[config.mk]
export PLATFORM = sky130hd
export DESIGN_NAME = fifo_axis_reader_flat
export DESIGN_NICKNAME = d
export VERILOG_FILES = /design/src/rtl/fifo_axis_pkg.sv /design/src/rtl/fifo_axis_reader_if.sv /design/src/rtl/axis_skid_buf2.sv /design/src/rtl/fifo_axis_reader.sv /design/src/flat_wrapper.sv
export SDC_FILE = /design/constraint.sdc
export NUM_CORES = 1
export LEC_CHECK = 0
export BUFFER_PORTS_ARGS = -buffer_cell sky130_fd_sc_hd__buf_2
export CORE_MARGIN = 8
export CORE_UTILIZATION = 30
export DETAILED_ROUTE_END_ITERATION = 6
export PLACE_DENSITY = 0.46
export SYNTH_ARGS = -nofsm -noshare
export SYNTH_HDL_FRONTEND = slang
export SYNTH_HIERARCHICAL = 1
export SYNTH_SLANG_ARGS = --single-unit
[constraint.sdc]
create_clock -name clk -period 5.6 [get_ports clk]
set_input_delay 1.12 -clock clk [delete_from_list [all_inputs] [get_ports clk]]
set_output_delay 1.12 -clock clk [all_outputs]
set_load 0.05 [all_outputs]
[src/rtl/fifo_axis_pkg.sv]
`default_nettype none
// ============================================================================
// Module      : fifo_axis_pkg
// Description : Shared definitions for the FIFO-to-AXI4-Stream read engine.
//               Holds the output buffer depth, a ceiling-log2 helper and the
//               stream beat record.
// Revision    : 1.0 - initial release
// ============================================================================
package fifo_axis_pkg;

    // Number of words the output buffer can hold. Two entries cover the
    // FIFO's one-cycle registered read latency at one beat per clock.
    localparam int BUF_DEPTH = 2;

    // Data width of the default build.
    localparam int DEFAULT_DSIZE = 32;

    // Ceiling log2. The result is 0 for inputs of 0 or 1.
    function automatic int clog2(input int value);
        int result;
        result = 0;
        for (int i = 0; i < 31; i++) begin
            if ((1 << i) < value) begin
                result = i + 1;
            end
        end
        return result;
    endfunction

    // One stream beat at the default data width.
    typedef struct packed {
        logic [DEFAULT_DSIZE-1:0] tdata;
        logic                     tlast;
    } fifo_axis_beat_t;

endpackage : fifo_axis_pkg
`default_nettype wire

[src/rtl/fifo_axis_reader_if.sv]
`default_nettype none
// ============================================================================
// Module      : fifo_axis_reader_if
// Description : AXI4-Stream bundle (tdata/tvalid/tready/tlast) with master
//               and slave views.
// Revision    : 1.0 - initial release
// ============================================================================
interface fifo_axis_reader_if #(
    parameter int DSIZE = 32
);
    logic [DSIZE-1:0] tdata;
    logic             tvalid;
    logic             tready;
    logic             tlast;

    modport master (
        output tdata,
        output tvalid,
        output tlast,
        input  tready
    );

    modport slave (
        input  tdata,
        input  tvalid,
        input  tlast,
        output tready
    );
endinterface : fifo_axis_reader_if
`default_nettype wire

[src/rtl/axis_skid_buf2.sv]
`default_nettype none
// ============================================================================
// Module      : axis_skid_buf2
// Description : Two-entry, order-preserving output buffer. Entry 0 is the
//               head presented downstream. A write and a pop in the same
//               cycle shift the next word into the head without a bubble.
// Revision    : 1.0 - initial release
// ============================================================================
module axis_skid_buf2
    import fifo_axis_pkg::*;
#(
    parameter int WIDTH = 32
) (
    input  wire logic                              clk,
    input  wire logic                              rst_n,
    input  wire logic                              i_wr_en,
    input  wire logic [WIDTH-1:0]                  i_wr_data,
    input  wire logic                              i_pop,
    output logic      [WIDTH-1:0]                  o_head,
    output logic                                   o_valid,
    output logic      [clog2(BUF_DEPTH+1)-1:0]     o_cnt
);

    localparam int c_cnt_w = clog2(BUF_DEPTH + 1);
    localparam logic [c_cnt_w-1:0] c_empty = '0;
    localparam logic [c_cnt_w-1:0] c_one   = c_cnt_w'(1);
    localparam logic [c_cnt_w-1:0] c_full  = c_cnt_w'(BUF_DEPTH);

    logic [WIDTH-1:0]   r_e0;
    logic [WIDTH-1:0]   r_e1;
    logic [c_cnt_w-1:0] r_cnt;
    logic               r_valid;

    // Ordered write/pop update; head and valid are registered so they only
    // move on a pop or when an empty buffer receives its first word.
    always_ff @(posedge clk or negedge rst_n) begin
        if (!rst_n) begin
            r_e0    <= '0;
            r_e1    <= '0;
            r_cnt   <= c_empty;
            r_valid <= 1'b0;
        end else begin
            unique case ({i_wr_en, i_pop})
                2'b10: begin
                    if (r_cnt == c_empty) begin
                        r_e0 <= i_wr_data;
                    end else begin
                        r_e1 <= i_wr_data;
                    end
                    r_cnt   <= r_cnt + c_one;
                    r_valid <= 1'b1;
                end
                2'b01: begin
                    r_e0    <= r_e1;
                    r_cnt   <= r_cnt - c_one;
                    r_valid <= (r_cnt != c_one);
                end
                2'b11: begin
                    if (r_cnt == c_full) begin
                        r_e0 <= r_e1;
                        r_e1 <= i_wr_data;
                    end else begin
                        r_e0 <= i_wr_data;
                    end
                end
                default: begin
                end
            endcase
        end
    end

    assign o_head  = r_e0;
    assign o_valid = r_valid;
    assign o_cnt   = r_cnt;

    // A write into a full buffer without a matching pop would lose a word.
    a_no_overflow : assert property (@(posedge clk) disable iff (!rst_n)
        !(i_wr_en && !i_pop && (r_cnt == c_full)));

    // Popping an empty buffer would emit a spurious beat.
    a_no_underflow : assert property (@(posedge clk) disable iff (!rst_n)
        !(i_pop && (r_cnt == c_empty)));

endmodule : axis_skid_buf2
`default_nettype wire

[src/rtl/fifo_axis_reader.sv]
`default_nettype none
// ============================================================================
// Module      : fifo_axis_reader
// Description : Drains a synchronous FIFO (registered rdata) and presents
//               the words as an AXI4-Stream master at one beat per clock.
//               Owns the read strobe, in-flight tracking, the packet
//               counter and the accepted-beat counter.
//               Optional macro: FIFO_AXIS_READER_TLAST_EN enables tlast
//               generation every PKT_LEN beats; otherwise tlast is 0.
// Revision    : 1.0 - initial release
// ============================================================================
module fifo_axis_reader
    import fifo_axis_pkg::*;
#(
    parameter int DSIZE   = 32,
    parameter int PKT_LEN = 16
) (
    input  wire logic             clk,
    input  wire logic             rst_n,
    output logic                  rinc,
    input  wire logic             rempty,
    input  wire logic [DSIZE-1:0] rdata,
    fifo_axis_reader_if.master    m_axis,
    output logic      [31:0]      beat_cnt
);

    localparam int c_buf_cnt_w = clog2(BUF_DEPTH + 1);

    logic                   r_inflight;
    logic [31:0]            r_beat_cnt;
    logic [DSIZE-1:0]       w_head;
    logic                   w_valid;
    logic [c_buf_cnt_w-1:0] w_buf_cnt;
    logic                   w_pop;
    logic [2:0]             w_fill;

    // A beat leaves when the head is valid and the consumer takes it.
    assign w_pop = w_valid && m_axis.tready;

    // Occupancy after this cycle's write and pop: words held plus the word
    // arriving from the FIFO, minus the one leaving.
    assign w_fill = 3'(w_buf_cnt) + {2'b00, r_inflight} - {2'b00, w_pop};

    // Only request a word when there is guaranteed room for it next cycle.
    // Never strobe an empty FIFO: it would update rdata anyway.
    assign rinc = !rempty && (w_fill <= 3'd1);

    // The FIFO presents the requested word one cycle after the strobe.
    always_ff @(posedge clk or negedge rst_n) begin
        if (!rst_n) begin
            r_inflight <= 1'b0;
        end else begin
            r_inflight <= rinc;
        end
    end

    axis_skid_buf2 #(
        .WIDTH (DSIZE)
    ) u_buf (
        .clk       (clk),
        .rst_n     (rst_n),
        .i_wr_en   (r_inflight),
        .i_wr_data (rdata),
        .i_pop     (w_pop),
        .o_head    (w_head),
        .o_valid   (w_valid),
        .o_cnt     (w_buf_cnt)
    );

    assign m_axis.tdata  = w_head;
    assign m_axis.tvalid = w_valid;

    // Free-running count of accepted beats, wrapping at 2^32.
    always_ff @(posedge clk or negedge rst_n) begin
        if (!rst_n) begin
            r_beat_cnt <= '0;
        end else if (w_pop) begin
            r_beat_cnt <= r_beat_cnt + 32'd1;
        end
    end

    assign beat_cnt = r_beat_cnt;

`ifdef FIFO_AXIS_READER_TLAST_EN
    localparam int                 c_pkt_cnt_w = clog2(PKT_LEN) + 1;
    localparam logic [c_pkt_cnt_w-1:0] c_last_idx = c_pkt_cnt_w'(PKT_LEN - 1);

    logic [c_pkt_cnt_w-1:0] r_pkt_cnt;

    // Position of the head beat within its packet; it only moves on a pop,
    // so tlast stays aligned with tdata under backpressure.
    always_ff @(posedge clk or negedge rst_n) begin
        if (!rst_n) begin
            r_pkt_cnt <= '0;
        end else if (w_pop) begin
            if (r_pkt_cnt == c_last_idx) begin
                r_pkt_cnt <= '0;
            end else begin
                r_pkt_cnt <= r_pkt_cnt + c_pkt_cnt_w'(1);
            end
        end
    end

    assign m_axis.tlast = w_valid && (r_pkt_cnt == c_last_idx);
`else
    assign m_axis.tlast = 1'b0;
`endif

    // Buffer occupancy must never exceed its depth.
    a_fill_bound : assert property (@(posedge clk) disable iff (!rst_n)
        w_fill <= 3'(BUF_DEPTH));

    // The read strobe must never fire against an empty FIFO.
    a_no_empty_read : assert property (@(posedge clk) disable iff (!rst_n)
        !(rinc && rempty));

endmodule : fifo_axis_reader
`default_nettype wire
[src/flat_wrapper.sv]
// flat-port wrapper written by rule: the top's interface ports become plain ports
module fifo_axis_reader_flat import fifo_axis_pkg::*;
#(
    parameter int DSIZE   = 32,
    parameter int PKT_LEN = 16
)
  (clk, rst_n, rinc, rempty, rdata, beat_cnt, m_axis_tdata, m_axis_tvalid, m_axis_tlast, m_axis_tready);
  fifo_axis_reader_if #(.DSIZE(DSIZE)) m_axis_i ();
  input  wire logic clk;
  input  wire logic rst_n;
  output logic rinc;
  input  wire logic rempty;
  input  wire logic [DSIZE-1:0] rdata;
  output logic      [31:0] beat_cnt;
  output wire logic [$bits(m_axis_i.tdata)-1:0] m_axis_tdata;
  output wire logic [$bits(m_axis_i.tvalid)-1:0] m_axis_tvalid;
  output wire logic [$bits(m_axis_i.tlast)-1:0] m_axis_tlast;
  input wire logic [$bits(m_axis_i.tready)-1:0] m_axis_tready;
  assign m_axis_tdata = m_axis_i.tdata;
  assign m_axis_tvalid = m_axis_i.tvalid;
  assign m_axis_tlast = m_axis_i.tlast;
  assign m_axis_i.tready = m_axis_tready;
  fifo_axis_reader #(.DSIZE(DSIZE), .PKT_LEN(PKT_LEN)) u_core (.clk(clk), .rst_n(rst_n), .rinc(rinc), .rempty(rempty), .rdata(rdata), .m_axis(m_axis_i), .beat_cnt(beat_cnt));
endmodule
==> flow_summary.yaml <==
run_status:
  outcome: "finished clean"
placed_design:
  globalplace.congestion: 0.715
  place_ws_ns: 1.28
  dp_hpwl_um: 7160
  io_buffers: 101
clocking:
  clock_latency_ns: 0.34
  clk_pin_slew_worst_paths_ns: 0.07
  holdBufCountCts: 0
  clockBufferDepth: 2
  cts_tree: "built"
  cts_resized: 0
  htree_levels: 3
  cts_made_buffers: 9
  cts_num_sinks: 100
  root_buffer: "clkbuf_16"
  post_cts.repair.setup_buffers: 0
floorplanning:
  core_area_mm2: 0.0153
  die_width_um: 141
  die_y_um: 141
  num_rows: 45
  start_util: 0.307
  die-area_mm2: 0.0199
  ios: 103
grt:
  first_global_vias: 3133
  grt_max_degree: 57
  grt_usage: 0.111
  grt_overflow: 0
  antenna_found_initial: 0
  grt_pass1_wl_um: 17300
final_layout:
  ff_latch_area_mm2: 0.00250
  n_fill_cell: 1516
  num_antenna_cells: 0
  area_delta_synth_final_pct: 21.8
  post-route-util: 0.374
  drive_above_1_share: 0.455
  final_nets: 478
  multi_input_area_mm2: 0.00206
  layout_common_cells: "buf_2 (100), dfrtp_1 (100), mux2_2 (36), a22o_1 (30), mux2_4 (30)"
critical_path:
  path_cells: "buf_2 -> nand2_1 -> inv_1 -> ha_1 -> inv_1 -> ha_1 -> inv_1 -> fa_1 -> xor2_1 -> nor3b_1 -> buf_2"
  crit_type: "in2out"
  start_kind: "input pin"
  r2r-start: "u_core/u_buf/o_valid$_DFFE_PN0P_"
  cp.arrival_ns: 3.12
  worst_path_most_repeated_cell: "inv_1"
  critPathRequiredTime_ns: 4.48
  cp_slowest_cell: "fa_1"
  crit_fanout: 4
  cp_slowest_stage_delay_ns: 0.37
  setup.worst_path.start: "m_axis_tready"
  end_kind: "output port"
route:
  drt-total-wl_um: 10500
  drc_errors: 0
  drtIter0Drc: 114
  vias_per_cell: 4.51
  num_vias: 2925
  routedWlPerCell_um: 16.2
  antenna_left: 0
  dr.pass1.iters: 4
logic_synthesis:
  synth_top_cell_by_area: "dfrtp_1"
  synth_area_leaders: "dfrtp_1 (53%), mux2_4 (9.6%), mux2_2 (8.6%)"
  synth-seq-cells: 100
  syn_area_mm2: 0.00469
  seq_area_frac_synth: 0.534
  yosysTopAreaCellShare: 0.534
  synth_cell_types: 34
  yosys_warnings: 6
  postSynthCellCount: 330
  mappedNetlistNets: 376
  synth.avg_cell_area_um2: 14.2
worst_hold_path:
  min_path_type: "reg2reg"
  min_from: "u_core/beat_cnt[31]$_DFFE_PN0P_"
pwr:
  fin_total_pwr_mw: 3.40
  p_leak_nw: 2.79
  peakVddDrop_v: 0.000246
  p_per_area_mw_per_mm2: 595
timing:
  rsz0062_at_grt: "false"
  tightest_slew_ns: 1.18
  fin_worst_skew_ns: 0.00812
  hold-worst-slack_ns: 0.470
  finalCritPeriodShare: 0.757
  relSlewSlack: 0.199
  setup_slack_ns: 1.36
  setup_tns_ns: 0
  hold_viol_final: 0
  fmax_mhz: 236
  period_needed_ns: 4.24
  setup_violations: 0
  drv_slew: 0
run:
  drv_cap: 0
-- sequential cells by signal (all words and copies together) (netlist names) --
signal,cells
u_core/beat_cnt,32
u_core/r_inflight,1
u_core/u_buf/o_cnt,2
u_core/u_buf/o_head,32
u_core/u_buf/o_valid,1
u_core/u_buf/r_e1,32
-- synthesized netlist by cell type, drive strengths merged --
cell / count
fa: 1
nand2b: 2
buf: 10
clkbuf: 3
nand3: 13
o211a: 1
and3: 4
inv: 9
a21o: 1
mux2: 66
and4: 4
a22o: 32
mux2i: 1
nand2: 14
conb: 1
nor2: 5
dfrtp: 100
nor4: 4
xnor2: 26
o21ai: 2
nor3: 3
nor3b: 1
xor2: 8
ha: 9
nand4: 10
-- where the power goes --
group	total [mW]	internal (mW)	leakage, nW	switching, mW
Clock	0.658	0.386	0.155	0.273
Sequential	1.18	1.00	1.24	0.183
Combinational	1.56	0.623	1.40	0.935
Total	3.40	2.01	2.79	1.39
-- layout make-up --
cell class	instances	area share
Clock buffer	12	0.0467
Tap cell	211	0.0463
Clock inverter	4	0.00964
Timing Repair Buffer	104	0.0929
Multi-Input combinational cell	208	0.360
Inverter	9	0.00592
Sequential cell	100	0.438
-- final timing paths --
check                                                 endpoint  slack, ns  depth (start not counted)
setup / recovery                                          rinc       1.36                         11
setup reg to reg           u_core/u_buf/o_head[19]$_DFFE_PN0P_       2.91                          7
hold reg to reg                u_core/beat_cnt[31]$_DFFE_PN0P_       0.47                          1
hold / removal                 u_core/beat_cnt[31]$_DFFE_PN0P_       0.47                          1
max in group asynchronous  u_core/u_buf/o_head[27]$_DFFE_PN0P_       3.67                          2
min in group asynchronous    u_core/u_buf/r_e1[10]$_DFFE_PN0P_       0.78                          1
-- worst max-delay path, delay by kind of cell --
kind,cells,cell delay [ns]
xor gates and xnor gates,1,0.17
adders and majority gates,3,0.78
buffers and inverters,5,0.67
and+or+nand+nor,2,0.39
-- through the flow --
step / instances / area (um2)
finish: 648 / 5710
global route: 648 / 5710
CTS: 648 / 5710
detailed placement: 632 / 5390
global placement: 632 / 5390
floorplan: 330 / 4690
-- cells by family (layout without fill, tap and decap cells) --
logic type / Yosys count / count (layout) / synth area share
buffers and inverters: 22 / 129 / 0.0312
muxes: 67 / 67 / 0.185
AOI/OAI and AO/OA: 36 / 36 / 0.0673
adders and majority gates: 10 / 10 / 0.0283
xor gates and xnor gates: 34 / 34 / 0.0635
DFF: 100 / 100 / 0.534
other: 1 / 1 / 0.000800
and+or+nand+nor: 60 / 60 / 0.0897
-- layer usage --
layer	vias to the layer above	GRT usage	wire (um)
met4	0	0.0509	181
li1	1388	-	-
met1	1469	0.146	5050
met3	11	0.0263	408
met5	-	0	0
met2	57	0.171	4880
Power figures use the tool's default switching activity.
